[src/rtl/psg_channel_mixer.sv]
// psg_channel_mixer
//   Mixes the attenuated samples of all PSG channels into one signed 16-bit
//   sample per output period. A free-running divider marks each period. On
//   every period the mixer raises `step` so the attenuators publish fresh
//   samples, then takes a snapshot of them. It sums the snapshot one channel
//   per cycle into a wide accumulator and presents the saturated result on a
//   valid/ready handshake. Periods that arrive while the previous sample is
//   still being produced or held are dropped and counted; they are not queued.
module psg_channel_mixer #(
  parameter int NUM_CH      = 4,
  parameter int SAMPLE_DIV  = 2268,
  parameter int STEP_CYCLES = 2
) (
  input  logic                  clk,
  input  logic                  reset,
  input  logic [16*NUM_CH-1:0]  ch_sample,
  input  logic [NUM_CH-1:0]     ch_valid,
  output logic                  step,
  output logic [15:0]           mix_out,
  output logic                  mix_valid,
  input  logic                  mix_ready,
  output logic [7:0]            drop_cnt
);

  // Accumulator is wide enough that NUM_CH full-scale samples never wrap.
  localparam int ACC_W  = 16 + $clog2(NUM_CH) + 1;
  localparam int IDX_W  = (NUM_CH > 1) ? $clog2(NUM_CH) : 1;
  localparam int DIV_W  = (SAMPLE_DIV > 1) ? $clog2(SAMPLE_DIV) : 1;
  localparam int STEP_W = (STEP_CYCLES > 1) ? $clog2(STEP_CYCLES) : 1;

  localparam logic [DIV_W-1:0]         DIV_LAST  = DIV_W'(SAMPLE_DIV - 1);
  localparam logic [STEP_W-1:0]        STEP_LAST = STEP_W'(STEP_CYCLES - 1);
  localparam logic [IDX_W-1:0]         IDX_LAST  = IDX_W'(NUM_CH - 1);
  localparam logic signed [ACC_W-1:0]  SAT_MAX   = ACC_W'(32767);
  localparam logic signed [ACC_W-1:0]  SAT_MIN   = ACC_W'(-32768);

  typedef enum logic [2:0] {
    S_IDLE,
    S_STEP,
    S_SETTLE,
    S_SUM,
    S_OUT
  } state_t;

  // Clamp the wide accumulator into the signed 16-bit output range.
  function automatic logic [15:0] sat16(input logic signed [ACC_W-1:0] v);
    if (v > SAT_MAX) begin
      return 16'h7FFF;
    end else if (v < SAT_MIN) begin
      return 16'h8000;
    end else begin
      return v[15:0];
    end
  endfunction

  // ---------------------------------------------------------------------
  // State
  // ---------------------------------------------------------------------
  state_t                    state_q, state_d;
  logic [DIV_W-1:0]          div_q, div_d;
  logic [STEP_W-1:0]         cnt_q, cnt_d;
  logic [IDX_W-1:0]          idx_q, idx_d;
  logic signed [ACC_W-1:0]   acc_q, acc_d;
  logic                      step_q, step_d;
  logic [15:0]               mix_out_q, mix_out_d;
  logic                      mix_valid_q, mix_valid_d;
  logic [7:0]                drop_q, drop_d;
  logic signed [15:0]        snap_q [NUM_CH];
  logic signed [15:0]        snap_d [NUM_CH];
  logic [NUM_CH-1:0]         snap_valid_q, snap_valid_d;

  logic                      tick;
  logic signed [15:0]        ch_word [NUM_CH];
  logic signed [15:0]        sel_sample;
  logic signed [ACC_W-1:0]   term;
  logic signed [ACC_W-1:0]   acc_sum;

  // Split the flat channel bus into one signed word per channel.
  for (genvar gi = 0; gi < NUM_CH; gi++) begin : g_unpack
    assign ch_word[gi] = ch_sample[16*gi +: 16];
  end

  // Divider: free-running sample grid, never stalled by the FSM.
  always_comb begin
    tick  = (div_q == DIV_LAST);
    div_d = tick ? '0 : div_q + 1'b1;
  end

  // Drop counter: a period that finds the mixer busy is lost and counted.
  always_comb begin
    drop_d = drop_q;
    if (tick && (state_q != S_IDLE) && (drop_q != 8'hFF)) begin
      drop_d = drop_q + 8'd1;
    end
  end

  // Current accumulator term: the snapshot of channel idx, or 0 if invalid.
  always_comb begin
    sel_sample = snap_q[idx_q];
    term       = '0;
    if (snap_valid_q[idx_q]) begin
      term = {{(ACC_W-16){sel_sample[15]}}, sel_sample};
    end
    acc_sum = acc_q + term;
  end

  // Sequencer next-state: step request, snapshot, serial sum, handshake.
  always_comb begin
    state_d      = state_q;
    cnt_d        = cnt_q;
    idx_d        = idx_q;
    acc_d        = acc_q;
    step_d       = step_q;
    mix_out_d    = mix_out_q;
    mix_valid_d  = mix_valid_q;
    snap_d       = snap_q;
    snap_valid_d = snap_valid_q;

    case (state_q)
      S_IDLE: begin
        if (tick) begin
          state_d = S_STEP;
          cnt_d   = '0;
          step_d  = 1'b1;
        end
      end

      S_STEP: begin
        if (cnt_q == STEP_LAST) begin
          state_d = S_SETTLE;
          step_d  = 1'b0;
        end else begin
          cnt_d = cnt_q + 1'b1;
        end
      end

      S_SETTLE: begin
        // Freeze the inputs so later changes cannot disturb this sum.
        snap_d       = ch_word;
        snap_valid_d = ch_valid;
        acc_d        = '0;
        idx_d        = '0;
        state_d      = S_SUM;
      end

      S_SUM: begin
        acc_d = acc_sum;
        if (idx_q == IDX_LAST) begin
          state_d     = S_OUT;
          mix_out_d   = sat16(acc_sum);
          mix_valid_d = 1'b1;
        end else begin
          idx_d = idx_q + 1'b1;
        end
      end

      S_OUT: begin
        if (mix_ready) begin
          state_d     = S_IDLE;
          mix_valid_d = 1'b0;
        end
      end

      default: begin
        state_d     = S_IDLE;
        step_d      = 1'b0;
        mix_valid_d = 1'b0;
      end
    endcase
  end

  // State registers; reset clears step at once and discards any partial sum.
  always_ff @(posedge clk or posedge reset) begin
    if (reset) begin
      state_q      <= S_IDLE;
      div_q        <= '0;
      cnt_q        <= '0;
      idx_q        <= '0;
      acc_q        <= '0;
      step_q       <= 1'b0;
      mix_out_q    <= '0;
      mix_valid_q  <= 1'b0;
      drop_q       <= '0;
      snap_valid_q <= '0;
      for (int i = 0; i < NUM_CH; i++) begin
        snap_q[i] <= '0;
      end
    end else begin
      state_q      <= state_d;
      div_q        <= div_d;
      cnt_q        <= cnt_d;
      idx_q        <= idx_d;
      acc_q        <= acc_d;
      step_q       <= step_d;
      mix_out_q    <= mix_out_d;
      mix_valid_q  <= mix_valid_d;
      drop_q       <= drop_d;
      snap_valid_q <= snap_valid_d;
      snap_q       <= snap_d;
    end
  end

  assign step      = step_q;
  assign mix_out   = mix_out_q;
  assign mix_valid = mix_valid_q;
  assign drop_cnt  = drop_q;

endmodule

[config.mk]
export PLATFORM = sky130hd
export DESIGN_NAME = psg_channel_mixer
export DESIGN_NICKNAME = d
export VERILOG_FILES = /design/src/rtl/psg_channel_mixer.sv
export SDC_FILE = /design/constraint.sdc
export NUM_CORES = 1
export LEC_CHECK = 0
export CORE_AREA = 2 2 113 115
export CTS_CLUSTER_DIAMETER = 30
export DETAILED_ROUTE_END_ITERATION = 10
export DIE_AREA = 0 0 115 117
export HOLD_SLACK_MARGIN = 0.03
export PLACE_DENSITY = 0.86
export SLEW_MARGIN = 0
export SYNTH_ARGS = -nofsm -noshare
export SYNTH_HDL_FRONTEND = slang
export SYNTH_SLANG_ARGS = --single-unit
[constraint.sdc]
create_clock -name clk -period 12.1 [get_ports clk]
set_clock_uncertainty 0.2 [all_clocks]
set_input_delay 1.815 -clock clk [delete_from_list [all_inputs] [get_ports clk]]
set_output_delay 1.815 -clock clk [all_outputs]
set_load 0.01 [all_outputs]
After elaboration in Yosys (flattened, before gate mapping)
Index checks and enable logic that the tools add are counted.
{ "totals": {"register_bits": 131, "input_bits": 71, "output_inout_bits": 26, "elab_cells": 78} }
{ "classes": {"n_addsub": 5, "order_cmp": 4, "eq_ne": 12, "muxes": 26, "bitwise": 3, "reduce_logical": 14} }
{ "op_table": {"columns": ["op", "n"], "rows": [
  ["16-bit two-way mux", 4],
  ["19-bit case mux with 2 select lines", 1],
  ["16-bit binary-select mux with 2-bit select", 1],
  ["19-bit adder", 1],
  ["19-bit by 16-bit greater-than comparator with 1-bit output (second input constant)", 1],
  ["19-bit by 16-bit < comparator with 1-bit output (second input constant)", 1],
  ["19-bit two-way mux", 1],
  ["3-bit case mux with 5 select lines", 1],
  ["12-bit by 1-bit adder with 12-bit output (second input constant)", 1],
  ["12-bit == test (second input constant)", 1],
  ["12-bit two-way mux", 1],
  ["3-bit two-way mux", 4],
  ["2-bit != test (second input constant)", 5],
  ["8-bit by 1-bit adder with 8-bit output (second input constant)", 1],
  ["8-bit != test (second input constant)", 1],
  ["1-bit two-way mux", 7],
  ["3-bit by 2-bit == test with 1-bit output (second input constant)", 2],
  ["1-bit case mux with 3 select lines", 2],
  ["2-bit AND reduction", 3],
  ["3-bit AND reduction", 2],
  ["3-bit OR reduction", 2],
  ["2-bit case mux with 2 select lines", 1],
  ["4-bit AND reduction", 1],
  ["2-bit nonzero test", 2],
  ["15 further kinds", 17]
]} }

Depth between registers and ports, before layout
{ "depth": {"depth_word": 9, "depth_mapped": 19, "depth_no_buf": 16} }

Worst setup path after synthesis
No wires, ideal clock.
{ "synth_path": {"path_kind": "reg2reg", "startpoint": "reg idx_q[0]", "endpoint": "reg mix_out_q[12], in the netlist mix_out[12]", "setup_ns": 0.131, "arrival_time_ns": 3.705, "required_time_ns": 11.769, "slack_ns": 8.065, "path_stages_with_launch": 17, "path_buffers": 3, "synth_period_minus_slack_ns": 4.035, "path_cell_list": "dfrtp_1 buf_1 buf_2 mux4_2 nor2b_1 ha_1 inv_1 fa_1 nand2b_1 a21oi_1 o2111ai_1 nand3b_1 o2111ai_2 o311ai_4 a21oi_2 buf_6 o22ai_1"} }
{ "synth_between": {"elab_chain_cells": 9, "elab_cells_between_ends": 14, "classes_between": "1 x add/sub; 2 x order compare; 1 x eq/ne; 8 x mux; 1 x bitwise; 1 x reduce/logical"} }
{ "synth_lines": {"columns": ["item", "line", "text"], "rows": [
  ["start, declared", "62", "logic [IDX_W-1:0] idx_q, idx_d;"],
  ["start signal, assigned", "192", "idx_q <= idx_d;"],
  ["2-bit NOT with 3-bit output (not written as such)", "99", "sel_sample = snap_q[idx_q];"],
  ["16-bit binary-select mux with 2-bit select", "99", null],
  ["16-bit two-way mux (not written as such) (2 in series)", "99", null],
  ["19-bit two-way mux", "101", "if (snap_valid_q[idx_q]) begin"],
  ["19-bit adder", "104", "acc_sum = acc_q + term;"],
  ["19-bit by 16-bit < comparator with 1-bit output", "49", "end else if (v < SAT_MIN) begin"],
  ["16-bit two-way mux", "49", null],
  ["16-bit two-way mux", "47", "if (v > SAT_MAX) begin"],
  ["end signal, assigned", "195", "mix_out_q <= mix_out_d;"],
  ["end, declared", "65", "logic [15:0] mix_out_q, mix_out_d;"]
]} }
Parallel ways exist; a longest one is shown, timed or not. The select of a mux whose other input is x is not followed.
A chain may end at the register's enable or synchronous reset.

Final worst setup path
{ "layout_path": {"startpoint": "reg idx_q[1]", "endpoint": "reg mix_out_q[1], in the netlist mix_out[1]"} }
Same word-level chain as after synthesis.

==> run metrics <==
CP Capture Type=flop; placed instance area=7725 um^2; max-slew violations=0; Max VDD drop=0.09271 mV; Worst-Margin Slew=~1000 ps; number of H-tree levels=4; Post-Synth Adder-Cell Area=under 10%; busiest grt layer=met2; pin count of the biggest net entering global routing=75; largest family of logic cells by synthesized area=multiplexers; CP peak stage delay=about 1000 ps; synthesized netlist cell count=577; Final Cell Area=~8300 um^2; die area=13460 um^2; Synth Area in Simple Gates=between 10% and 20%; Min Hold Slack=282.4 ps; gpl congestion=approximately 0.87; sw frac=19.57%; Clk network pwr share=~53%; dpl hpwl=10420 um; DR WL/cell=around 18 um; GR Util met1=between 30% and 40%; Sequential Power Share=a little over two fifths; core footprint=between 10000 and 15000 um^2; CP arrival=4820 ps; initial drt markers=369; storage element area=between 3000 and 4000 um^2; vias per cell=just under 6; Worst Path Buf+Inv=2; drc violations=0; reg2reg start=idx_q[1]; post-route minimum period=about 4800 ps; initial antenna violation count=0; EDFF count, synth=0; Setup CP Type=flop to flop; met2 global-route usage=about 38%; port buffer count=96; via count=just under 5k; fin nets=roughly 770; Resized Gates After CTS=0; Leakage Power=between 0.003 and 0.004 uW; Ys Warns=0; Pint=about 800 uW; area of the multi-input gates=about 3200 um^2; Max Fclk=between 200 and 250 MHz; Layout fillers=860; root buffer cell=clkbuf_16; Total GRT Usage=23.93%; unrepaired setup endpoints after global routing=false; Ant. Diodes=0; # rows=slightly above 40; fin crit share=39.34%; Post-Syn Nets=670; post-layout util=67.74%; Slew HR=32.18%; Tightest Hold Check Type=flop to flop; setup repair bufs after CTS=0; Logic pwr share=3.2%; post-synth top area share=between 40% and 50%; Starting Density=a little over half; CTS tree=yes; Yosys reg bits=about 130; XOR/XNOR Fraction of Synth Area=about 4%; hold wc startpoint=mix_out[15]; Worst Path Required=12160 ps; post-synthesis compound-gate area fraction=11.41%; sequential area share after synthesis=approximately half; Power, Total=~1000 uW; CP max-delay cell=dfrtp_1; Max clock buf depth=2; Routed Antenna Nets=0; final setup fails=0; CTS clk-pin slew, worst paths=about 60 ps; first-pass GRT wire length=around 25000 um; ys flop type=dfrtp_1; CP top delay family=compound AO/OA/AOI/OAI gates; pwr dens=~120 nW/um^2; Clock Sinks=131; WL final=~15000 um; Yosys cell types=54; clk_lat worst skew=430 ps; Num CTS Buffers=17; Synth async-reset ratio=100.0%; DIE HEIGHT=roughly 120 um; Syn Area/Cell=about 11 um^2; synth top area cells=dfrtp_1, mux2_2, mux4_2, ha_1, nand2_1; CP Max Fanout=26; largest area contributor in the netlist=dfrtp_1; Psw=about 200 uW; setup TNS=0 ps; grt met3 use=approximately 6.3%; crit path from=idx_q[1]; maxcap violations=0; layout cells sized above 1=a little under a fifth; worst path cell trace=mux2_2 > o21ai_0 > buf_4 > nor2b_1 > ha_1 > inv_1 > fa_1 > nand2b_1 > a21oi_1 > o2111ai_1 > nand3b_1 > o21a_1 > o311ai_4 > a21oi_2 > o32ai_1; mux cell area share after synthesis=~17%; Worst setup SP type=flop; synthesized area=~6600 um^2; status=finished, final reports clean; CTS Hold Buffers Added=0; # IOs=between 90 and 100; die outline width=115 um; endpoints failing hold=0; vias in the first global route=between 4k and 5k; synth-to-layout area growth=25.75%; grt total ovfl=0; DRT Pass-1 Iters=4
-- cell usage in the layout (no fill, tap or decap), types with 4 or more instances in the layout --
master / instances
o22ai_1: 11
nand2_1: 54
clkbuf_16: 17
xor2_1: 13
a21oi_1: 23
o21ai_0: 13
dfrtp_1: 131
mux2_2: 69
buf_4: 6
a21o_1: 4
mux4_2: 14
clkdlybuf4s50_1: 96
and3_1: 4
o211ai_1: 8
nor2_1: 44
a22o_1: 13
inv_1: 13
nor3_1: 9
nand3_1: 17
xnor2_1: 18
nor2b_1: 21
ha_1: 21
a211oi_1: 6
clkbuf_8: 4
-- flip-flops by register name (all words and copies together), names as in the netlist --
| register | flops |
|---|---|
| state_q | 3 |
| acc_q | 19 |
| snap_q | 64 |
| idx_q | 2 |
| snap_valid_q | 4 |
| step | 1 |
| mix_valid | 1 |
| mix_out | 16 |
| div_q | 12 |
| drop_cnt | 8 |
| cnt_q | 1 |
-- worst register-to-register path: stages (launching register included) --
cell	delay, ps
dfrtp_1	1010
mux2_2	300
o21ai_0	70
buf_4	200
nor2b_1	170
ha_1	210
inv_1	60
fa_1	400
nand2b_1	190
a21oi_1	300
o2111ai_1	190
nand3b_1	210
o21a_1	180
o311ai_4	110
a21oi_2	590
o32ai_1	210
-- power groups by stage --
stage                     Clock, uW  Combinational, uW  Sequential [uW]
after floorplan                   0               6.70              446
after global placement            0               32.2              446
after detailed placement          0               32.9              446
after CTS                       536               33.2              438
after global routing            558               35.7              438
final                           528               32.4              438
-- cells in the mapped netlist, drive strengths merged, types with 9 or more instances --
library cell,n
a22o,13
a21oi,24
nor2b,21
nor2,46
xnor2,18
inv,15
nand2,54
clkbuf,16
xor2,13
o22ai,14
nand3,17
dfrtp,131
nor3,9
ha,21
o21ai,14
mux2,69
mux4,14
-- metrics by stage --
stage / worst slack, ps / cells
detailed placement: 7397 / 805
floorplan: 6587 / 577
global route: 6899 / 837
finish: 7340 / 837
CTS: 7348 / 837
global placement: 7501 / 805
-- final timing paths --
check | cells past startpoint | slack [ps] | endpoint
min | 2 | 280 | mix_out[15]
min in group asynchronous | 2 | 1740 | snap_q[48]
max reg2reg | 15 | 7340 | mix_out[1]
min reg2reg | 2 | 280 | mix_out[15]
max in group asynchronous | 3 | 8720 | mix_out[8]
max | 15 | 7340 | mix_out[1]
-- routing by layer --
metal | up-vias | routed length [um]
met2 | 146 | 7106
met3 | 25 | 737
met1 | 2386 | 6679
met5 | - | 0
li1 | 2276 | -
met4 | 0 | 234
-- kinds of logic (layout without fill, tap and decap cells) --
group / Yosys count / after routing
adders and majority gates: 22 / 22
muxes: 86 / 86
AOI/OAI and AO/OA: 105 / 105
DFF: 131 / 131
buffers and inverters: 39 / 149
and+or+nand+nor: 163 / 163
xor gates and xnor gates: 31 / 31
-- final cells by class --
class,instances,share of cell area [%]
Timing Repair Buffer,102,12.06
Inverter,15,0.7051
Sequential cell,131,39.30
Clock inverter,8,1.485
Clock buffer,24,5.896
Tap cell,150,2.250
Multi-Input combinational cell,407,38.30
(Power assumes the default switching activity.)
